## src/rtl/juggle_pkg.sv

```systemverilog
// Shared types, defaults and seven-segment glyphs for the siteswap pattern engine.
package juggle_pkg;

    localparam int unsigned DEF_MAX_LEN = 7;
    localparam int unsigned DEF_THROW_W = 3;

    typedef logic [DEF_THROW_W-1:0] throw_t;
    typedef throw_t [DEF_MAX_LEN-1:0] pattern_t;

    typedef enum logic [2:0] {
        StEntry,
        StCheck,
        StReduce,
        StMark,
        StDivide,
        StDone
    } state_e;

    // Active-low cathodes, bit order {g,f,e,d,c,b,a}.
    localparam logic [6:0] SEG_E     = 7'b0000110;
    localparam logic [6:0] SEG_R     = 7'b0101111;
    localparam logic [6:0] SEG_BLANK = 7'b1111111;

    function automatic logic [6:0] hex_glyph(input logic [3:0] v);
        logic [6:0] g;
        unique case (v)
            4'h0: g = 7'b1000000;
            4'h1: g = 7'b1111001;
            4'h2: g = 7'b0100100;
            4'h3: g = 7'b0110000;
            4'h4: g = 7'b0011001;
            4'h5: g = 7'b0010010;
            4'h6: g = 7'b0000010;
            4'h7: g = 7'b1111000;
            4'h8: g = 7'b0000000;
            4'h9: g = 7'b0010000;
            4'ha: g = 7'b0001000;
            4'hb: g = 7'b0000011;
            4'hc: g = 7'b1000110;
            4'hd: g = 7'b0100001;
            4'he: g = 7'b0000110;
            default: g = 7'b0001110;
        endcase
        return g;
    endfunction

endpackage

```

## src/rtl/pattern_seg_display.sv

```systemverilog
// Scanned 8-digit seven-segment driver: shows the entered throws or "Err".
// Instantiated only when SEG_DISPLAY_EN is defined.
module pattern_seg_display
    import juggle_pkg::*;
#(
    parameter int unsigned MAX_LEN      = DEF_MAX_LEN,
    parameter int unsigned THROW_W      = DEF_THROW_W,
    parameter int unsigned LEN_W        = $clog2(MAX_LEN + 1),
    parameter int unsigned DIGIT_PERIOD = 100000
) (
    input  logic                         clk,
    input  logic                         rst,
    input  logic [MAX_LEN*THROW_W-1:0]   digits,
    input  logic [LEN_W-1:0]             len,
    input  logic                         show_err,
    output logic [6:0]                   cat,
    output logic [7:0]                   an
);

    localparam int unsigned CNT_W = $clog2(DIGIT_PERIOD);

    logic [CNT_W-1:0] cnt_q;
    logic [2:0]       pos_q;
    logic [6:0]       cat_d;
    logic [THROW_W-1:0] cur_digit;

    always_ff @(posedge clk) begin
        if (rst) begin
            cnt_q <= '0;
            pos_q <= '0;
            cat   <= '1;
            an    <= '1;
        end else begin
            if (cnt_q == CNT_W'(DIGIT_PERIOD - 1)) begin
                cnt_q <= '0;
                pos_q <= pos_q + 3'd1;
            end else begin
                cnt_q <= cnt_q + CNT_W'(1);
            end
            cat <= cat_d;
            an  <= ~(8'b1 << pos_q);
        end
    end

    always_comb begin
        cur_digit = '0;
        for (int k = 0; k < MAX_LEN; k++) begin
            if (pos_q == 3'(k)) cur_digit = digits[k*THROW_W +: THROW_W];
        end
        cat_d = SEG_BLANK;
        if (show_err) begin
            if (pos_q == 3'd0)      cat_d = SEG_E;
            else if (pos_q < 3'd3)  cat_d = SEG_R;
        end else if (32'(pos_q) < 32'(len)) begin
            cat_d = hex_glyph(4'(cur_digit));
        end
    end

endmodule

```

## src/rtl/siteswap_pattern_engine.sv

```systemverilog
// Beat-paced siteswap entry buffer with a sequential landing-slot validator and ball counter.
// Optional scanned display enabled by defining SEG_DISPLAY_EN.
module siteswap_pattern_engine
    import juggle_pkg::*;
#(
    parameter int unsigned MAX_LEN = DEF_MAX_LEN,
    parameter int unsigned THROW_W = DEF_THROW_W,
    localparam int unsigned LEN_W  = $clog2(MAX_LEN + 1),
    localparam int unsigned SUM_W  = $clog2(MAX_LEN * (2**THROW_W - 1) + 1)
) (
    input  logic                       clk_in,
    input  logic                       rst_in,
    input  logic                       new_beat,
    input  logic                       clear_in,
    input  logic [THROW_W-1:0]         pattern_in,
    input  logic [LEN_W-1:0]           pattern_length,
    output logic [MAX_LEN*THROW_W-1:0] pattern_out,
    output logic [LEN_W-1:0]           pattern_len_out,
    output logic [THROW_W-1:0]         num_balls_out,
    output logic                       pattern_valid_out,
    output logic                       result_pulse_out,
    output logic                       busy_out,
    output logic [LEN_W-1:0]           entry_index_out,
    output logic [6:0]                 cat_out,
    output logic [7:0]                 an_out
);

    localparam int unsigned ACC_W = LEN_W + 1;

    state_e state_q, state_d;

    logic [MAX_LEN-1:0][THROW_W-1:0] buf_q, buf_d;
    logic [MAX_LEN-1:0]              mask_q, mask_d;
    logic [SUM_W-1:0]                sum_q, sum_d;
    logic [LEN_W-1:0]                idx_q, idx_d;
    logic [LEN_W-1:0]                i_q, i_d;
    logic [LEN_W-1:0]                len_q, len_d;
    logic [ACC_W-1:0]                acc_q, acc_d;
    logic [THROW_W-1:0]              quot_q, quot_d;
    logic                            bad_q, bad_d;

    logic [MAX_LEN*THROW_W-1:0]      pub_pat_q, pub_pat_d;
    logic [LEN_W-1:0]                pub_len_q, pub_len_d;
    logic [THROW_W-1:0]              pub_balls_q, pub_balls_d;
    logic                            valid_q, valid_d;
    logic                            pulse_q, pulse_d;

    logic [THROW_W-1:0]              cur_throw;
    logic                            slot_taken;
    logic [LEN_W-1:0]                len_clamp;
    logic                            start_check;

    always_ff @(posedge clk_in) begin
        if (rst_in) begin
            state_q     <= StEntry;
            buf_q       <= '0;
            mask_q      <= '0;
            sum_q       <= '0;
            idx_q       <= '0;
            i_q         <= '0;
            len_q       <= '0;
            acc_q       <= '0;
            quot_q      <= '0;
            bad_q       <= 1'b0;
            pub_pat_q   <= '0;
            pub_len_q   <= '0;
            pub_balls_q <= '0;
            valid_q     <= 1'b0;
            pulse_q     <= 1'b0;
        end else begin
            state_q     <= state_d;
            buf_q       <= buf_d;
            mask_q      <= mask_d;
            sum_q       <= sum_d;
            idx_q       <= idx_d;
            i_q         <= i_d;
            len_q       <= len_d;
            acc_q       <= acc_d;
            quot_q      <= quot_d;
            bad_q       <= bad_d;
            pub_pat_q   <= pub_pat_d;
            pub_len_q   <= pub_len_d;
            pub_balls_q <= pub_balls_d;
            valid_q     <= valid_d;
            pulse_q     <= pulse_d;
        end
    end

    // Mux the throw under test and its landing-slot occupancy.
    always_comb begin
        cur_throw  = '0;
        slot_taken = 1'b0;
        for (int k = 0; k < MAX_LEN; k++) begin
            if (i_q == LEN_W'(k))   cur_throw  = buf_q[k];
            if (acc_q == ACC_W'(k)) slot_taken = mask_q[k];
        end
        len_clamp = (pattern_length > LEN_W'(MAX_LEN)) ? LEN_W'(MAX_LEN) : pattern_length;
    end

    always_comb begin
        state_d     = state_q;
        buf_d       = buf_q;
        mask_d      = mask_q;
        sum_d       = sum_q;
        idx_d       = idx_q;
        i_d         = i_q;
        len_d       = len_q;
        acc_d       = acc_q;
        quot_d      = quot_q;
        bad_d       = bad_q;
        pub_pat_d   = pub_pat_q;
        pub_len_d   = pub_len_q;
        pub_balls_d = pub_balls_q;
        valid_d     = valid_q;
        pulse_d     = 1'b0;
        start_check = 1'b0;

        unique case (state_q)
            StEntry: begin
                if (new_beat) begin
                    if (idx_q == '0) begin
                        // A zero length request leaves the entry untouched.
                        if (pattern_length != '0) begin
                            len_d       = len_clamp;
                            buf_d[0]    = pattern_in;
                            idx_d       = LEN_W'(1);
                            start_check = (len_clamp == LEN_W'(1));
                        end
                    end else begin
                        for (int k = 0; k < MAX_LEN; k++) begin
                            if (idx_q == LEN_W'(k)) buf_d[k] = pattern_in;
                        end
                        idx_d       = idx_q + LEN_W'(1);
                        start_check = (idx_q == len_q - LEN_W'(1));
                    end
                end
            end
            StCheck: begin
                acc_d   = ACC_W'(i_q) + ACC_W'(cur_throw);
                state_d = StReduce;
            end
            StReduce: begin
                if (acc_q >= ACC_W'(len_q)) acc_d = acc_q - ACC_W'(len_q);
                else                        state_d = StMark;
            end
            StMark: begin
                bad_d = bad_q | slot_taken;
                for (int k = 0; k < MAX_LEN; k++) begin
                    if (acc_q == ACC_W'(k)) mask_d[k] = 1'b1;
                end
                sum_d = sum_q + SUM_W'(cur_throw);
                if (i_q == len_q - LEN_W'(1)) begin
                    state_d = StDivide;
                end else begin
                    i_d     = i_q + LEN_W'(1);
                    state_d = StCheck;
                end
            end
            StDivide: begin
                if (sum_q >= SUM_W'(len_q)) begin
                    sum_d  = sum_q - SUM_W'(len_q);
                    quot_d = quot_q + THROW_W'(1);
                end else begin
                    state_d = StDone;
                    pulse_d = 1'b1;
                    valid_d = ~bad_q;
                    if (!bad_q) begin
                        pub_pat_d   = buf_q;
                        pub_len_d   = len_q;
                        pub_balls_d = quot_q;
                    end
                end
            end
            StDone: begin
                if (new_beat) begin
                    buf_d   = '0;
                    mask_d  = '0;
                    sum_d   = '0;
                    idx_d   = '0;
                    state_d = StEntry;
                end
            end
            default: state_d = StEntry;
        endcase

        if (start_check) begin
            state_d = StCheck;
            i_d     = '0;
            bad_d   = 1'b0;
            mask_d  = '0;
            sum_d   = '0;
            quot_d  = '0;
        end

        // Abort beats everything, including a verdict that would publish this cycle.
        if (clear_in) begin
            state_d     = StEntry;
            buf_d       = '0;
            mask_d      = '0;
            sum_d       = '0;
            idx_d       = '0;
            pulse_d     = 1'b0;
            valid_d     = valid_q;
            pub_pat_d   = pub_pat_q;
            pub_len_d   = pub_len_q;
            pub_balls_d = pub_balls_q;
        end
    end

    assign pattern_out       = pub_pat_q;
    assign pattern_len_out   = pub_len_q;
    assign num_balls_out     = pub_balls_q;
    assign pattern_valid_out = valid_q;
    assign result_pulse_out  = pulse_q;
    assign entry_index_out   = idx_q;
    assign busy_out          = (state_q == StCheck) || (state_q == StReduce) ||
                               (state_q == StMark)  || (state_q == StDivide);

`ifdef SEG_DISPLAY_EN
    logic [MAX_LEN-1:0][THROW_W-1:0] disp_digits;

    always_comb begin
        disp_digits = buf_q;
        if (state_q == StEntry) begin
            for (int k = 0; k < MAX_LEN; k++) begin
                if (idx_q == LEN_W'(k)) disp_digits[k] = pattern_in;
            end
        end
    end

    pattern_seg_display #(
        .MAX_LEN (MAX_LEN),
        .THROW_W (THROW_W),
        .LEN_W   (LEN_W)
    ) u_display (
        .clk      (clk_in),
        .rst      (rst_in),
        .digits   (disp_digits),
        .len      (len_q),
        .show_err ((state_q == StDone) && bad_q),
        .cat      (cat_out),
        .an       (an_out)
    );
`else
    assign cat_out = '1;
    assign an_out  = '1;
`endif

endmodule

```

## config.mk

```make
export PLATFORM = sky130hd
export DESIGN_NAME = siteswap_pattern_engine
export DESIGN_NICKNAME = d
export VERILOG_FILES = /design/src/rtl/juggle_pkg.sv /design/src/rtl/pattern_seg_display.sv /design/src/rtl/siteswap_pattern_engine.sv
export SDC_FILE = /design/constraint.sdc
export NUM_CORES = 1
export LEC_CHECK = 0
export ABC_AREA = 1
export BUFFER_PORTS_ARGS = -buffer_cell sky130_fd_sc_hd__buf_4
export CAP_MARGIN = 5
export CORE_MARGIN = 1.5
export CORE_UTILIZATION = 58
export DETAILED_ROUTE_END_ITERATION = 6
export GPL_TIMING_DRIVEN = 0
export PLACE_DENSITY_LB_ADDON = 0.12
export RECOVER_POWER = 100
export REMOVE_ABC_BUFFERS = 1
export SYNTH_ARGS = -nofsm -noshare
export SYNTH_HDL_FRONTEND = slang
export SYNTH_SLANG_ARGS = --single-unit
export TNS_END_PERCENT = 30
```

## constraint.sdc

```tcl
create_clock -name clk_in -period 3.7 [get_ports clk_in]
set_input_delay 0.555 -clock clk_in [delete_from_list [all_inputs] [get_ports clk_in]]
set_output_delay 0.555 -clock clk_in [all_outputs]
set_load 0.02 [all_outputs]
```

==> run summary <==
===========================================================================================
Outcome ...................................................................... finished, violations left
Failing checks ............................................................... capacitance limit, slew limit
Ratio of cells with drive above 1 in the final layout ........................       0.0762
Worst vdd rail ir drop .......................................................   0.000182 V
RePlAce Congestion ...........................................................         1.00
Total congestion overflow ....................................................            0
Number of primary I/O pins ...................................................           58
Largest net degree at the start of global routing ............................           32
Antenna violations before repair .............................................            0
Max Cap Viol .................................................................            1
Sort of element at the start of the critical path ............................         flop
Total Routing Usage GR .......................................................        0.256
# H-tree levels ..............................................................            3
Maximum clock skew at final layout ...........................................      15.5 ps
Number of buffers added by the clock tree synthesis step .....................            9
Count of port buffers added during placement .................................           42
Data required time of the worst path .........................................      3980 ps
DR DRC count .................................................................            0
Number of enable flip-flop cells after synthesis .............................            0
Cell area after synthesis ....................................................   4550 sq um
CTS Hold Bufs ................................................................            0
Wirelength per Cell .......................................................... 13.4 microns
Number of design-rule violations left by the first detailed-router iteration .          231
Die Height ................................................................... 91.6 microns
Relative slew slack ..........................................................      -0.0467
Dpl cells ....................................................................          768
Area of the core .............................................................   7650 sq um
Critical Path Max Stage Delay ................................................       540 ps
Worst hold path class ........................................................ flop to flop
Worst-path maximum fanout ....................................................           28
Switching component of the power .............................................     0.531 mW
Sink Count ...................................................................           83
Register area share after synthesis ..........................................        0.365
Row count ....................................................................           32
Clock Latency Late Sink ......................................................       370 ps
Via count ....................................................................        4,198
Critical path data arrival time ..............................................      3260 ps
Number of max-slew violations in the final report ............................           32
Relative contribution of the clock network to total power ....................        0.347
Transition time at the pin with the least slew margin ........................      1570 ps
Highest clock frequency the design can meet ..................................    0.336 GHz
Cells after Synth ............................................................          637
Post-route clock period utilization ..........................................        0.805
Number of fill cells .........................................................          745
Worst path bufs/invs .........................................................            2
Global-route wire length before repair ....................................... 17,100 microns
Final Non-Filler Cells .......................................................          784
Syn-to-layout area delta .....................................................        7.13%
Category of the critical setup timing path ................................... flop to flop
Power density of the placed cells ............................................  360 nW/um^2
Drt via density ..............................................................         5.35
Post-synth top flop ..........................................................      dfxtp_1
Sw frac ......................................................................        0.303
Most common cell type on the critical path ...................................      nand2_1
Distinct cells, synth ........................................................           35
Relative contribution of sequential cells to total power .....................        0.527
Fin worst setup slack ........................................................       722 ps
Instance area after placement ................................................   4860 sq um
Die outline width ............................................................ 91.6 microns
Clock tree root buffer cell ..................................................     clkbuf_8
Average size of a mapped cell ................................................   7.14 sq um
Number of buffers added for setup after CTS ..................................            0
1st-pass router iterations ...................................................            6
Number of antenna cells inserted .............................................            0
Post-cts sizing count ........................................................            0
Sum of net half-perimeters after detailed placement .......................... 7750 microns
Final Hold Violating Endpoints ...............................................            0
Worst-case setup slack after placement .......................................       861 ps
DRT antenna net count ........................................................            0
Logic pwr share ..............................................................        0.126
Setup total negative slack ...................................................         0 ps
Post-synthesis sequential element count ......................................           83
Clk pin slew, worst setup/hold paths .........................................        90 ps
Worst hold slack after final layout ..........................................       464 ps
Deepest clock path buffer count ..............................................            2
TritonCTS clock tree .........................................................         done
Crit path max-delay family ................................................... simple AND/OR/NAND/NOR gates
Async set-or-reset flop fraction in the synthesized netlist ..................            0
Die ar. ......................................................................   8380 sq um
Initial cell density of the core .............................................        0.595
Critical Path, Cell by Cell .................................................. ha_1, inv_1, fa_1, nand2_1, nand2_1, nor2_1, nand2_1, nor2_4, nand3_4, clkinvlp_4, nand2_1, a21oi_1
Leakage component of the power ...............................................      2.10 nW
Total Routed Length .......................................................... 10,500 microns
Total number of yosys warnings ...............................................            0
Critical Path End Type .......................................................         flop
Post-route design area .......................................................   4870 sq um
Via count of the first global-routing pass ...................................        3,714
Finish-stage setup viols .....................................................            0
Cell internal pwr ............................................................      1.22 mW
Final net count ..............................................................          715
Post-route minimum period ....................................................      2980 ps
Unrepaired setup endpoints after global routing ..............................        false
Slowest CP cell ..............................................................      dfxtp_1
===========================================================================================
state kept, by name, summed over array words and instances (netlist names), 3 cells and up:
name	count
quot_q	3
acc_q	4
len_q	3
num_balls_out	3
pattern_len_out	3
pattern_out	21
mask_q	7
buf_q	21
state_q	3
sum_q	6
entry_index_out	3
i_q	3
cells in the final DEF (no fill, tap or decap), drive strengths merged:
master / n
a211oi: 1
fa: 4
nand2: 177
nand3b: 1
a21oi: 88
a22o: 1
or2: 7
clkinvlp: 4
o21bai: 2
nor2: 50
clkbuf: 44
inv: 62
nand4: 10
conb: 15
xor2: 5
clkinv: 4
nand3: 42
buf: 8
o21ai: 41
dfxtp: 83
ha: 24
a31oi: 3
xnor2: 2
o211ai: 3
o22ai: 1
metrics by stage:
step / total power [mW] / utilization
2_1_floorplan: 1.10 / -
3_3_place_gp: 1.16 / 0.635
3_5_place_dp: 1.17 / 0.635
4_1_cts: 1.76 / 0.658
5_1_grt: 1.83 / 0.637
6_report: 1.75 / 0.637
synth_stat cells, drive strengths merged (2+ instances only):
library cell,number,area share
a21oi,88,0.11
a31oi,3,0.0041
buf,23,0.038
clkbuf,4,0.0033
clkinv,3,0.0025
dfxtp,83,0.37
fa,4,0.018
ha,24,0.066
inv,61,0.051
nand2,177,0.15
nand3,42,0.049
nand4,10,0.014
nor2,50,0.046
o211ai,3,0.0050
o21ai,41,0.045
o21bai,2,0.0033
or2,7,0.0096
xnor2,2,0.0039
xor2,5,0.0096
worst min-delay path, stage by stage, from the launching register on:
cell	delay, ps
dfxtp_1	320
nand2_1	60
a21oi_1	50
power by group through the flow:
stage	logic, mW	clock network [mW]	registers, mW
CTS	0.224	0.612	0.923
global route	0.251	0.654	0.925
global placement	0.215	0	0.944
finish	0.222	0.608	0.923
floorplan	0.162	0	0.939
detailed placement	0.222	0	0.944
layout make-up:
class	instances	area, sq um	area share
clock buffer	10	128	0.0262
clock inverter	6	48.8	0.0100
inverter	64	244	0.0501
multi-input combinational	477	2470	0.508
sequential	83	1660	0.341
tap	102	128	0.0262
timing repair buffer	42	188	0.0385
logic make-up (layout without fill, tap and decap cells):
logic type / count (synthesis) / after routing / synth area share
AND/OR/NAND/NOR: 287 / 287 / 0.273
AO/OA/AOI/OAI: 140 / 140 / 0.168
adder cells (fa/ha/maj): 28 / 28 / 0.0836
XOR/XNOR: 7 / 7 / 0.0135
flip-flops: 83 / 83 / 0.365
other: 1 / 15 / 0.000825
buffers and inverters: 91 / 122 / 0.0949
per-layer routing:
metal  vias up  global-route usage  routed length [microns]
met5         -                   0                        0
met2       130               0.441                     5120
met1      1910               0.317                     4670
met4         0              0.0990                      198
met3        21              0.0436                      536
li1       2137                   -                        -
path summary, 6_finish.rpt:
path | depth (start not counted) | from | endpoint | slack [ps]
hold / removal | 2 | pattern_valid_out$_SDFFE_PP0P_ | pattern_valid_out$_SDFFE_PP0P_ | 460
setup / recovery | 12 | len_q[0]$_SDFFE_PP0P_ | pattern_out[10]$_SDFFE_PP0P_ | 720
hold reg to reg | 2 | pattern_valid_out$_SDFFE_PP0P_ | pattern_valid_out$_SDFFE_PP0P_ | 460
setup reg to reg | 12 | len_q[0]$_SDFFE_PP0P_ | pattern_out[10]$_SDFFE_PP0P_ | 720
Note: power is estimated with default switching activity, not from simulation.
